<file path="src/rtl/fetch_stage.sv">
// Instruction-fetch stage: owns the PC and the IF/ID register and drives a
// variable-latency req/ack instruction-memory port under controller stall/flush.
module fetch_stage #(
    parameter int                    ADDR_WIDTH = 32,
    parameter int                    DATA_WIDTH = 32,
    parameter logic [ADDR_WIDTH-1:0] RESET_PC   = '0
) (
    input  logic                  clk_in,
    input  logic                  reset_in,
    input  logic [5:0]            stall_in,
    input  logic                  flush_jump_in,
    input  logic [ADDR_WIDTH-1:0] new_pc_in,
    output logic                  imem_req_out,
    output logic [ADDR_WIDTH-1:0] imem_addr_out,
    input  logic                  imem_ack_in,
    input  logic [DATA_WIDTH-1:0] imem_data_in,
    output logic                  stallreq_from_if_out,
    output logic [ADDR_WIDTH-1:0] if_pc_out,
    output logic [DATA_WIDTH-1:0] if_inst_out,
    output logic                  if_valid_out
);

    typedef enum logic [1:0] {
        S_REQ  = 2'd0,
        S_HOLD = 2'd1,
        S_DROP = 2'd2
    } state_t;

    state_t                state_q, state_d;
    logic [ADDR_WIDTH-1:0] pc_q, pc_d;
    logic [ADDR_WIDTH-1:0] pend_pc_q, pend_pc_d;
    logic [DATA_WIDTH-1:0] buf_q, buf_d;
    logic [ADDR_WIDTH-1:0] if_pc_q, if_pc_d;
    logic [DATA_WIDTH-1:0] if_inst_q, if_inst_d;
    logic                  if_valid_q, if_valid_d;

    logic                  hold;
    logic [ADDR_WIDTH-1:0] pc_plus4;
    logic                  unused_stall;

    assign hold         = stall_in[0] | stall_in[1];
    assign pc_plus4     = pc_q + ADDR_WIDTH'(4);
    assign unused_stall = ^stall_in[5:2];

    // Flush always wins over hold; in DROP the pending target tracks the newest flush.
    always_comb begin
        state_d    = state_q;
        pc_d       = pc_q;
        pend_pc_d  = pend_pc_q;
        buf_d      = buf_q;
        if_pc_d    = if_pc_q;
        if_inst_d  = if_inst_q;
        if_valid_d = if_valid_q;

        unique case (state_q)
            S_REQ: begin
                if (imem_ack_in) begin
                    if (flush_jump_in) begin
                        pc_d       = new_pc_in;
                        if_valid_d = 1'b0;
                    end else if (!hold) begin
                        if_pc_d    = pc_q;
                        if_inst_d  = imem_data_in;
                        if_valid_d = 1'b1;
                        pc_d       = pc_plus4;
                    end else begin
                        buf_d   = imem_data_in;
                        state_d = S_HOLD;
                    end
                end else begin
                    if (flush_jump_in) begin
                        pend_pc_d  = new_pc_in;
                        if_valid_d = 1'b0;
                        state_d    = S_DROP;
                    end else if (!hold) begin
                        if_valid_d = 1'b0;
                    end
                end
            end
            S_HOLD: begin
                if (flush_jump_in) begin
                    pc_d       = new_pc_in;
                    if_valid_d = 1'b0;
                    state_d    = S_REQ;
                end else if (!hold) begin
                    if_pc_d    = pc_q;
                    if_inst_d  = buf_q;
                    if_valid_d = 1'b1;
                    pc_d       = pc_plus4;
                    state_d    = S_REQ;
                end
            end
            S_DROP: begin
                if (flush_jump_in) begin
                    if_valid_d = 1'b0;
                end
                if (imem_ack_in) begin
                    pc_d    = flush_jump_in ? new_pc_in : pend_pc_q;
                    state_d = S_REQ;
                end else if (flush_jump_in) begin
                    pend_pc_d = new_pc_in;
                end
            end
            default: begin
                state_d = S_REQ;
            end
        endcase
    end

    always_ff @(posedge clk_in) begin
        if (reset_in) begin
            state_q    <= S_REQ;
            pc_q       <= RESET_PC;
            if_pc_q    <= '0;
            if_inst_q  <= '0;
            if_valid_q <= 1'b0;
        end else begin
            state_q    <= state_d;
            pc_q       <= pc_d;
            if_pc_q    <= if_pc_d;
            if_inst_q  <= if_inst_d;
            if_valid_q <= if_valid_d;
        end
    end

    // Buffer and pending target are only read in the states that wrote them.
    always_ff @(posedge clk_in) begin
        pend_pc_q <= pend_pc_d;
        buf_q     <= buf_d;
    end

    // pc_q is not advanced while DROP waits, so it is still the squashed address.
    assign imem_req_out         = !reset_in && (state_q == S_REQ || state_q == S_DROP);
    assign imem_addr_out        = pc_q;
    assign stallreq_from_if_out = !reset_in && (state_q == S_REQ) && !imem_ack_in && !flush_jump_in;

    assign if_pc_out    = if_pc_q;
    assign if_inst_out  = if_inst_q;
    assign if_valid_out = if_valid_q;

endmodule
</file>
<file path="config.mk">
export PLATFORM = sky130hd
export DESIGN_NAME = fetch_stage
export DESIGN_NICKNAME = d
export VERILOG_FILES = /design/src/rtl/fetch_stage.sv
export SDC_FILE = /design/constraint.sdc
export NUM_CORES = 1
export LEC_CHECK = 0
export CORE_ASPECT_RATIO = 1.75
export CORE_UTILIZATION = 54
export DETAILED_ROUTE_END_ITERATION = 16
export PLACE_DENSITY = 0.86
export SYNTH_ARGS = -nofsm -noshare
export SYNTH_HDL_FRONTEND = slang
export SYNTH_SLANG_ARGS = --single-unit
export TNS_END_PERCENT = 20
</file>
<file path="constraint.sdc">
create_clock -name clk_in -period 7 [get_ports clk_in]
set_clock_uncertainty 0.1 [all_clocks]
set_input_delay 1.75 -clock clk_in [delete_from_list [all_inputs] [get_ports clk_in]]
set_output_delay 1.75 -clock clk_in [all_outputs]
set_load 0.01 [all_outputs]
</file>
# Yosys cells after proc, flatten, opt, wreduce, memory -nomap -nowiden

Index checks and enable logic that the tools add are counted.

Add/sub/neg operators: 1
Equality and inequality tests: 14
Muxes and demuxes: 31
Bitwise operators: 3
Reductions and logical operators: 19

Operator list:

| cell                    | count |
|---|---|
| $mux W32                | 13 |
| $pmux W32 S2            | 2 |
| $pmux W32 S3            | 1 |
| $add A32 B3 Y32 const B | 1 |
| $mux W2                 | 7 |
| $ne A2 B2 Y1 const B    | 7 |
| $ne A3 B3 Y1 const B    | 4 |
| $mux W1                 | 6 |
| $pmux W2 S3             | 1 |
| $reduce_and A3 Y1       | 2 |
| $reduce_and A6 Y1       | 1 |
| $reduce_and A5 Y1       | 1 |
| $logic_and A1 B1 Y1     | 4 |
| $ne A4 B4 Y1 const B    | 1 |
| $reduce_and A2 Y1       | 2 |
| $reduce_and A4 Y1       | 1 |
| $logic_not A1 Y1        | 3 |
| $pmux W1 S3             | 1 |
| $reduce_bool A3 Y1      | 1 |
| $eq A2 B1 Y1 const B    | 1 |
| $eq A2 B2 Y1 const B    | 1 |
| $logic_not A2 Y1        | 1 |
| $not A1 Y1              | 2 |
| $reduce_bool A2 Y1      | 1 |
| 3 further kinds         | 3 |

Bits in registers: 163
Output and inout bits: 99

# Longest topological paths before layout

Gate-level depths: netlist of run 1.

Word-level depth: 5
Mapped depth: 9

# Worst setup path before layout of run 1

OpenSTA, ideal clock, no wires.

Path kind: input-to-reg
Start: input flush_jump_in
End: register buf_q[0], enable pin
Setup time: 0.461 ns
Arrival time: 4.559 ns
Data required time: 6.439 ns
Slack: 1.880 ns
Stages on the path: 4
Path buffers: 3
Cells stage by stage: buf_2 -> buf_1 -> clkbuf_1 -> nor3_1

Cells in the longest elaborated chain, start to end: 2

Ends and longest elaborated chain:

| element                     | RTL line | RTL |
|---|---|---|
| from (decl)                 | 11       | `input logic flush_jump_in,` |
| $not A1 Y1 (no line)        | -        |  |
| $reduce_and A4 Y1 (no line) | -        |  |
| to (signal assigned)        | 129      | `buf_q <= buf_d;` |
| to (decl)                   | 32       | `logic [DATA_WIDTH-1:0] buf_q, buf_d;` |

Every way passes these cells.
A chain may end at the register's enable or synchronous reset.

# Worst setup path after layout of run 1

Start: input reset_in
End: output imem_req_out

Cells in the longest elaborated chain, start to end: 2

Ends and longest elaborated chain:

| element             | RTL line | RTL |
|---|---|---|
| from (decl)         | 9        | `input logic reset_in,` |
| $logic_not A1 Y1    | 133      | `assign imem_req_out = !reset_in && (state_q == S_REQ \|\| state_q == S_DROP);` |
| $logic_and A1 B1 Y1 | 133      |  |
| to (decl)           | 13       | `output logic imem_req_out,` |

Every way passes these cells.

==> results of run 1 <==
==> per-layer routing <==
metal	global-route usage (%)	up-vias	share of wire, %
met5	0	-	0
met4	13.98	0	3.5
met2	51.50	356	53
met3	6.189	51	7.5
met1	30.42	3023	36
li1	-	2994	-
==> flip-flops by register name, summed over array words and instances (netlist names) <==
| name | cells |
|---|---|
| imem_addr_out | 32 |
| if_inst_out | 32 |
| buf_q | 32 |
| pend_pc_q | 32 |
| if_pc_out | 32 |
| if_valid_out | 1 |
| state_q | 2 |
==> area by class of cell <==
cell class	count	area, um^2
fillers	935	3402
multi-input cells	493	3120
inverters	16	60.06
flip-flops and latches	163	3904
clock buffers	18	439.2
clock inverters	14	201.4
repair buffers	176	1734
well taps	171	214.0
==> critical path, delay by kind of cell <==
family,cells,cell delay [ps]
buf+inv,3,1340
simple gates,1,120
==> cell families after synthesis <==
group / count (synthesis) / share of synthesized area [%]
simple gates: 217 / 13.23
compound gates: 208 / 19.46
flops: 163 / 53.45
buf+inv: 69 / 3.923
mux: 63 / 9.080
fa+ha+maj: 5 / 0.8566
==> path summary, 6_finish.rpt <==
| kind | start | endpoint | slack [ps] |
|---|---|---|---|
| max | reset_in | imem_req_out | 1930 |
| min | if_pc_out[8]$_SDFFE_PP0P_ | if_pc_out[8]$_SDFFE_PP0P_ | 350 |
| max reg2reg | state_q[1]$_SDFFE_PP0P_ | if_inst_out[5]$_SDFFE_PP0P_ | 3630 |
| min reg2reg | if_pc_out[8]$_SDFFE_PP0P_ | if_pc_out[8]$_SDFFE_PP0P_ | 350 |
==> where the power goes <==
part	internal [mW]	switching, mW
Clock	0.613	0.387
Combinational	0.189	0.207
Sequential	1.07	0.0619
==> metrics by stage <==
| stage | worst slack (ps) | instance area (um^2) | power (mW) |
|---|---|---|---|
| finish | 1933 | 9673 | 2.525 |
| global route | 1789 | 9673 | 2.616 |
| CTS | 1880 | 9673 | 2.535 |
| detailed placement | 1875 | 9032 | 1.539 |
| global placement | 1894 | 9032 | 1.520 |
| floorplan | 1880 | 7303 | 1.360 |
==> cell usage in the layout (no fill, tap or decap), types with 13 or more instances in the layout <==
cell               n
o21ai_0           37
a21oi_1           54
a211oi_1          33
nand3_1           16
edfxtp_1          64
mux2_2            26
dfxtp_1           99
clkbuf_16         17
nand2_1           96
clkdlybuf4s50_1  166
nor2_1            57
inv_1             16
mux2i_1           37
a22oi_1           13
==> metrics.txt, run 1 <==
hold depth 2; Worst Tran Pin Value 1160 ps; area share of the largest cell type after synthesis a little over a quarter; Final setup viols 0; initial antenna violation count 0; Max-slew headroom between 20% and 30%; final worst path period share approximately 72%; DRT Wirelength between 15000 and 20000 um; Syn Nets around 800; HPWL Detailed 13310 um; max_cap viols 0; clock insertion delay at the later pin of the skew report 420 ps; vias in the first global route roughly 6300; largest net degree at the start of global routing 95; Area Growth Syn to Fin 32.45%; GRT Overall Usage roughly 28%; Setup Buffers After CTS 0; CTS buffer count 17; CP required 5150 ps; CP most frequent cell buf_4; global-route wire length before repair 31300 um; Initial Util between 50 and 60%; vias per inst approximately 6.1; crit path cell chain buf_4 > buf_4 > nor2_1 > clkdlybuf4s50_1; Setup TNS 0 ps; clk sinks 163; I/O pin total 173; core region area roughly 0.013 mm^2; DRC 0; grt total ovfl 0; final hold viol count 0; total iterations of the first detailed-routing run 8; post-DR wirelength/cell 18.56 um; HP Class reg -> reg; Rows 55; Finished Core Util about 74%; ys async rst share 0%; routability congestion estimate 0.9012; Post-Synthesis Cells between 700 and 800; RSZ-0062 raised after global routing no; Reg clk slew, reported paths about 70 ps; die area 0.01401 mm^2; Synth Flop Type dfxtp_1; startpoint types primary input; Post-synth EDFFs 64; static leakage between 3 and 4 nW; Period minus WS final 5067 ps; Inst Count DP 1019; share of cells above drive strength 1 ~9%; fmax approximately 0.2 GHz; CP Capture Type output pin; post-route ant nets 0; DRT iter0 DRCs 542; largest cells by area after synthesis dfxtp_1, edfxtp_1, mux2i_1, nand2_1, mux2_2; Post-Syn Area per Cell just over 10 um^2; mapped cell area around 0.0073 mm^2; Seq/Total Area, Yosys 53.45%; worst reg2reg path depth 7; Die Y roughly 160 um; Die Width 89.91 um; Post-synth top cells dfxtp_1, nand2_1, edfxtp_1; Synth cell types 57; P per Cell Area 261.0 mW/mm^2; via count 6424; Slew Limit Fails 0; Ant. Diodes 0; final non-filler cell total between 1000 and 1500; hold buffers post-CTS 0; Synth Warn # 0; root buf cell clkbuf_16; final net count 946; Arrival @ worst endpoint 3220 ps; CTS resizes 0; most common cell in the synthesized netlist dfxtp_1; max incr delay on CP 740 ps; CTS H-tree lvls 4; VDD IR max just under 0.2 mV; critical-path maximum fanout 94; Hold WS roughly 350 ps; Clock Path Buffers 2; largest area contributor in the netlist dfxtp_1; critical path's slowest cell buf_4; critical path class in -> out; status finished clean; PortBufs roughly 170; Seq cells post-synth 163; CTS tree done
Note: power is estimated with default switching activity, not from simulation.
==> inputs of run 2 (changes only) <==
--- a/config.mk
+++ b/config.mk
@@ -6,9 +6,9 @@
 export NUM_CORES = 1
 export LEC_CHECK = 0
 export CORE_ASPECT_RATIO = 1.75
-export CORE_UTILIZATION = 54
+export CORE_UTILIZATION = 50
 export DETAILED_ROUTE_END_ITERATION = 16
-export PLACE_DENSITY = 0.86
+export PLACE_DENSITY = 0.8
 export SYNTH_ARGS = -nofsm -noshare
 export SYNTH_HDL_FRONTEND = slang
 export SYNTH_SLANG_ARGS = --single-unit
==> constraint.sdc (replaced) <==
create_clock -name clk_in -period 5.1 [get_ports clk_in]
set_clock_uncertainty 0.1 [all_clocks]
set_input_delay 1.275 -clock clk_in [delete_from_list [all_inputs] [get_ports clk_in]]
set_output_delay 1.275 -clock clk_in [all_outputs]
set_load 0.01 [all_outputs]
==> metrics.txt, run 2 (synthesis gave the netlist of run 1 again) <==
status finished clean; CTS tree done; startpoint types primary input; Sw Pwr 926.7 uW (+41%); post-DR wirelength/cell 18.41 um (-0.82%); Final Cell Area 0.009696 mm^2 (+0.23%); CTS resizes 0 (unchanged); fmax around 0.24 GHz; switching share of total power 27.58% (+1.6 points); clk sinks 163 (unchanged); DRT iter0 DRCs 381 (-30%); critical path class in -> out; total iterations of the first detailed-routing run 5 (-3); I/O pin total 173 (unchanged); final hold viol count 0 (unchanged); Power Total 3.360 mW (+33%); VDD IR max 0.2420 mV (+23%); final worst path period share about four fifths; share of cells above drive strength 1 9.786% (+1.0 points); die area 0.01511 mm^2 (+7.9%); Placed Area 0.009111 mm^2 (+0.87%); Ant. Diodes 0 (unchanged); Setup Buffers After CTS 0 (unchanged); CP required 3720 ps (-1430 ps); crit path cell chain clkdlybuf4s50_1 > nor2b_1 > and3_1 > clkdlybuf4s50_1; routability congestion estimate 0.9454 (+4.9%); core region area 0.01430 mm^2 (+9.3%); via count 6392 (-0.50%); CTS buffer count 17 (unchanged); CTS H-tree lvls 4 (unchanged); Arrival @ worst endpoint 2740 ps (-480 ps); critical-path maximum fanout 6 (-94%); commonest non-fill, non-tap cell in the layout clkdlybuf4s50_1; clock network power share 37.4% (-2.2 points); Die Y 161.9 um (+3.9%); initial antenna violation count 0 (unchanged); Max-slew headroom 12.19% (-10 points); post-route ant nets 0 (unchanged); global-route wire length before repair 31650 um (+1.1%); DRC 0 (unchanged); fill count 1129 (+21%); Worst path top cell family by delay buffers and inverters; Die Width 93.36 um (+3.8%); Clock Path Buffers 2 (unchanged); Hold WS 354.3 ps (+1.787 ps); largest net degree at the start of global routing 73 (-23%); cell internal pwr 2.433 mW (+30%); Slew Limit Fails 0 (unchanged); vias per inst 5.979 (-2.2%); clock insertion delay at the later pin of the skew report 420 ps (about the same); HP Class reg -> reg; vias in the first global route 6462 (+2.4%); Logic pwr share 16.6% (+0.9 points); Period minus WS final between 4000 and 5000 ps; grt total ovfl 0 (unchanged); static leakage 3.235 nW (+0.58%); Bufs and invs on worst path 2 (-1); DRT Wirelength 19680 um (+0.88%); Initial Util 51.09% (-4.8 points); critical path's slowest cell clkdlybuf4s50_1; final net count 955 (+0.95%); HPWL Detailed 13730 um (+3.2%); max_cap viols 0 (unchanged); Reg clk slew, reported paths 70 ps (about the same); Final setup viols 0 (unchanged); Rows 58 (+5.5%); root buf cell clkbuf_16; commonest cells after routing, fill and taps aside clkdlybuf4s50_1, dfxtp_1, nand2_1; P per Cell Area 346.5 mW/mm^2 (+33%); CP most frequent cell clkdlybuf4s50_1; Area Growth Syn to Fin 32.76%; Worst Tran Pin Value 1314 ps (+154.0 ps); Finished Core Util 67.82% (-6.2 points); Seq pwr share 46.1% (+1.4 points); Setup TNS 0 ps (unchanged); hold buffers post-CTS 0 (unchanged); CP Capture Type output pin; max incr delay on CP 550 ps (-190 ps); PortBufs 168 (unchanged); GRT Overall Usage 26.85% (-1.3 points); RSZ-0062 raised after global routing no
==> run 2: path summary, 6_finish.rpt <==
path / from / to / slack [ps] / depth (start not counted)
max reg2reg: state_q[0]$_SDFFE_PP0P_ / imem_addr_out[8]$_SDFFE_PP0P_ / 2020 / 9
max: imem_ack_in / stallreq_from_if_out / 980 / 4
min reg2reg: if_pc_out[10]$_SDFFE_PP0P_ / if_pc_out[10]$_SDFFE_PP0P_ / 350 / 2
min: if_pc_out[10]$_SDFFE_PP0P_ / if_pc_out[10]$_SDFFE_PP0P_ / 350 / 2
==> run 2: worst register-to-register path: stages (launching register included) <==
cell and delay [ps]:
dfxtp_1 350, inv_1 130, ha_1 190, buf_4 290, nor2b_1 1070, buf_4 360
nand2_1 80, nand3_1 80, a21oi_1 70, a311oi_1 290
==> run 2: area by class of cell <==
type	count	area, um^2	share of cell area, %
sequential	163	3904	40.26
multi-input combinational	493	3120	32.18
timing repair buffer	185	1802	18.58
clock buffer	19	442.9	4.568
tap	180	225.2	2.323
clock inverter	13	141.4	1.458
inverter	16	60.06	0.6194
==> run 2: metrics by stage <==
step	worst slack [ps]	instances
finish	980.3	1069
global route	907.1	1069
CTS	996.6	1069
detailed placement	1009	1037
global placement	1016	1037
floorplan	455.1	725
==> run 2: power by group through the flow <==
stage          logic [mW]  registers, mW  clock network [mW]
6_report            0.556           1.55                1.26
5_1_grt             0.603           1.56                1.33
4_1_cts             0.555           1.54                1.28
3_5_place_dp        0.551           1.57                   0
3_3_place_gp        0.531           1.57                   0
2_1_floorplan       0.297           1.57                   0
==> run 2: layer usage <==
metal | global-route usage [%] | wire length [um] | vias to the layer above
li1 | - | - | 3020
met3 | 5.712 | 1158 | 60
met1 | 29.35 | 7400 | 3015
met5 | 0 | 0 | -
met2 | 47.49 | 10370 | 297
met4 | 14.90 | 748 | 0
==> inputs of run 3 (changes only) <==
==> constraint.sdc (replaced) <==
create_clock -name clk_in -period 4.2 [get_ports clk_in]
set_clock_uncertainty 0.1 [all_clocks]
set_input_delay 1.05 -clock clk_in [delete_from_list [all_inputs] [get_ports clk_in]]
set_output_delay 1.05 -clock clk_in [all_outputs]
set_load 0.01 [all_outputs]
==> metrics.txt, run 3 (synthesis gave the netlist of run 1 again) <==
status finished clean; CP required 3050 ps (-670 ps); commonest cells after routing, fill and taps aside clkdlybuf4s50_1, dfxtp_1, nand2_1; switching share of total power 27.20% (-0.38 points); VDD IR max 0.3093 mV (+28%); routability congestion estimate 0.9647 (+2.0%); root buf cell clkbuf_16; fill count 1113 (-1.4%); DRT Wirelength 19360 um (-1.6%); Rows 58 (unchanged); critical-path maximum fanout 6 (unchanged); Arrival @ worst endpoint 2500 ps (-240 ps); Logic pwr share 16.7% (about the same); Slew Limit Fails 0 (unchanged); HP Class reg -> reg; Worst path top cell family by delay buffers and inverters; Inst Count DP 1036 (-0.096%); Setup TNS 0 ps (unchanged); CP most frequent cell clkdlybuf4s50_1; critical path's slowest cell clkdlybuf4s50_1; Seq pwr share 46.7% (+0.6 points); CTS tree done; CTS buffer count 17 (unchanged); Final Cell Area 0.009669 mm^2 (-0.27%); clk sinks 163 (unchanged); final worst path period share a little under 90%; Initial Util 51.09% (unchanged); core region area 0.01430 mm^2 (unchanged); PortBufs 168 (unchanged); CTS H-tree lvls 4 (unchanged); post-place setup slack 568.6 ps (-440.0 ps); vias in the first global route 6319 (-2.2%); critical path class in -> out; via count 6353 (-0.61%); global-route wire length before repair 31020 um (-2.0%); final net count 954 (-0.10%); max incr delay on CP 550 ps (about the same); Ant. Diodes 0 (unchanged); max_cap viols 0 (unchanged); P per Cell Area 415.8 mW/mm^2 (+20%); largest net degree at the start of global routing 94 (+29%); post-route ant nets 0 (unchanged); Worst Tran Pin Value 1110 ps (-204.5 ps); commonest non-fill, non-tap cell in the layout clkdlybuf4s50_1; Finished Core Util 67.64% (-0.18 points); crit path cell chain clkdlybuf4s50_1 > nor2b_1 > and3_1 > clkdlybuf4s50_1; Setup Buffers After CTS 0 (unchanged); GRT Overall Usage 26.17% (-0.68 points); CP Capture Type output pin; Hold WS 354.2 ps (-0.1350 ps); Reg clk slew, reported paths 60 ps (about the same); I/O pin total 173 (unchanged); vias per inst 5.949 (-0.52%); post-DR wirelength/cell 18.12 um (-1.5%); Max-slew headroom 26.00% (+14 points); total iterations of the first detailed-routing run 5 (unchanged); initial antenna violation count 0 (unchanged); hold buffers post-CTS 0 (unchanged); CTS resizes 0 (unchanged); HPWL Detailed 13380 um (-2.5%); startpoint types primary input; Power Total 4.020 mW (+20%); RSZ-0062 raised after global routing no; Final setup viols 0 (unchanged); Area Growth Syn to Fin 32.40%; Die Width 93.36 um (unchanged); Clock Path Buffers 2 (unchanged); cell internal pwr 2.927 mW (+20%); Worst Setup Slack, final 548.1 ps (-432.2 ps); Sw Pwr 1.094 mW (+18%); DRC 0 (unchanged); clock insertion delay at the later pin of the skew report 420 ps (about the same); Placed Area 0.009110 mm^2 (about the same); clock network power share 36.6% (-0.8 points); grt total ovfl 0 (unchanged); final hold viol count 0 (unchanged); Bufs and invs on worst path 2 (unchanged); fmax 0.2738 GHz; static leakage 3.216 nW (-0.59%); DRT iter0 DRCs 323 (-15%); die area 0.01511 mm^2 (unchanged); final non-filler cell total 1068 (-0.094%); Period minus WS final ~3700 ps; share of cells above drive strength 1 9.459% (-0.33 points); Die Y 161.9 um (unchanged)
## run 3: cell count changes in the layout (fill, tap and decap cells not counted)
cell	change
buf_4	-1
clkbuf_1	+1
clkbuf_8	-1
clkinv_1	+1
clkinv_2	+1
clkinvlp_4	+1
inv_6	-1
inv_8	-2
nor3_2	-1
nor3_4	+1
## run 3: worst paths after layout
kind	start	endpoint	slack, ps	cells past startpoint
setup reg to reg	state_q[0]$_SDFFE_PP0P_	imem_addr_out[8]$_SDFFE_PP0P_	1410	8
hold reg to reg	if_pc_out[1]$_SDFFE_PP0P_	if_pc_out[1]$_SDFFE_PP0P_	350	2
setup / recovery	imem_ack_in	stallreq_from_if_out	550	4
hold / removal	if_pc_out[1]$_SDFFE_PP0P_	if_pc_out[1]$_SDFFE_PP0P_	350	2
## run 3: layout make-up
type / instances / area, um^2 / share of cell area, %
sequential: 163 / 3904 / 40.37
inverter: 16 / 60.06 / 0.6211
clock buffer: 19 / 432.9 / 4.477
clock inverter: 13 / 126.4 / 1.307
multi-input combinational: 493 / 3127 / 32.34
timing repair buffer: 184 / 1794 / 18.56
tap: 180 / 225.2 / 2.329
## run 3: power by group through the flow
stage	registers, mW	logic, mW	clock network, mW
6_report	1.88	0.672	1.47
5_1_grt	1.89	0.726	1.56
4_1_cts	1.87	0.671	1.50
3_5_place_dp	1.91	0.669	0
3_3_place_gp	1.90	0.646	0
2_1_floorplan	1.90	0.361	0
## run 3: layer usage
layer | part of all wire, % | wire (um) | track usage (%)
met1 | 38 | 7323 | 28.27
met2 | 52 | 10120 | 46.36
met3 | 5.7 | 1099 | 5.197
met4 | 4.2 | 812 | 15.73
met5 | 0 | 0 | 0
## run 3: worst min-delay path, cell delays in order (launching register included)
cell and delay, ps:
dfxtp_1 310, nand2_1 50, a21oi_1 50
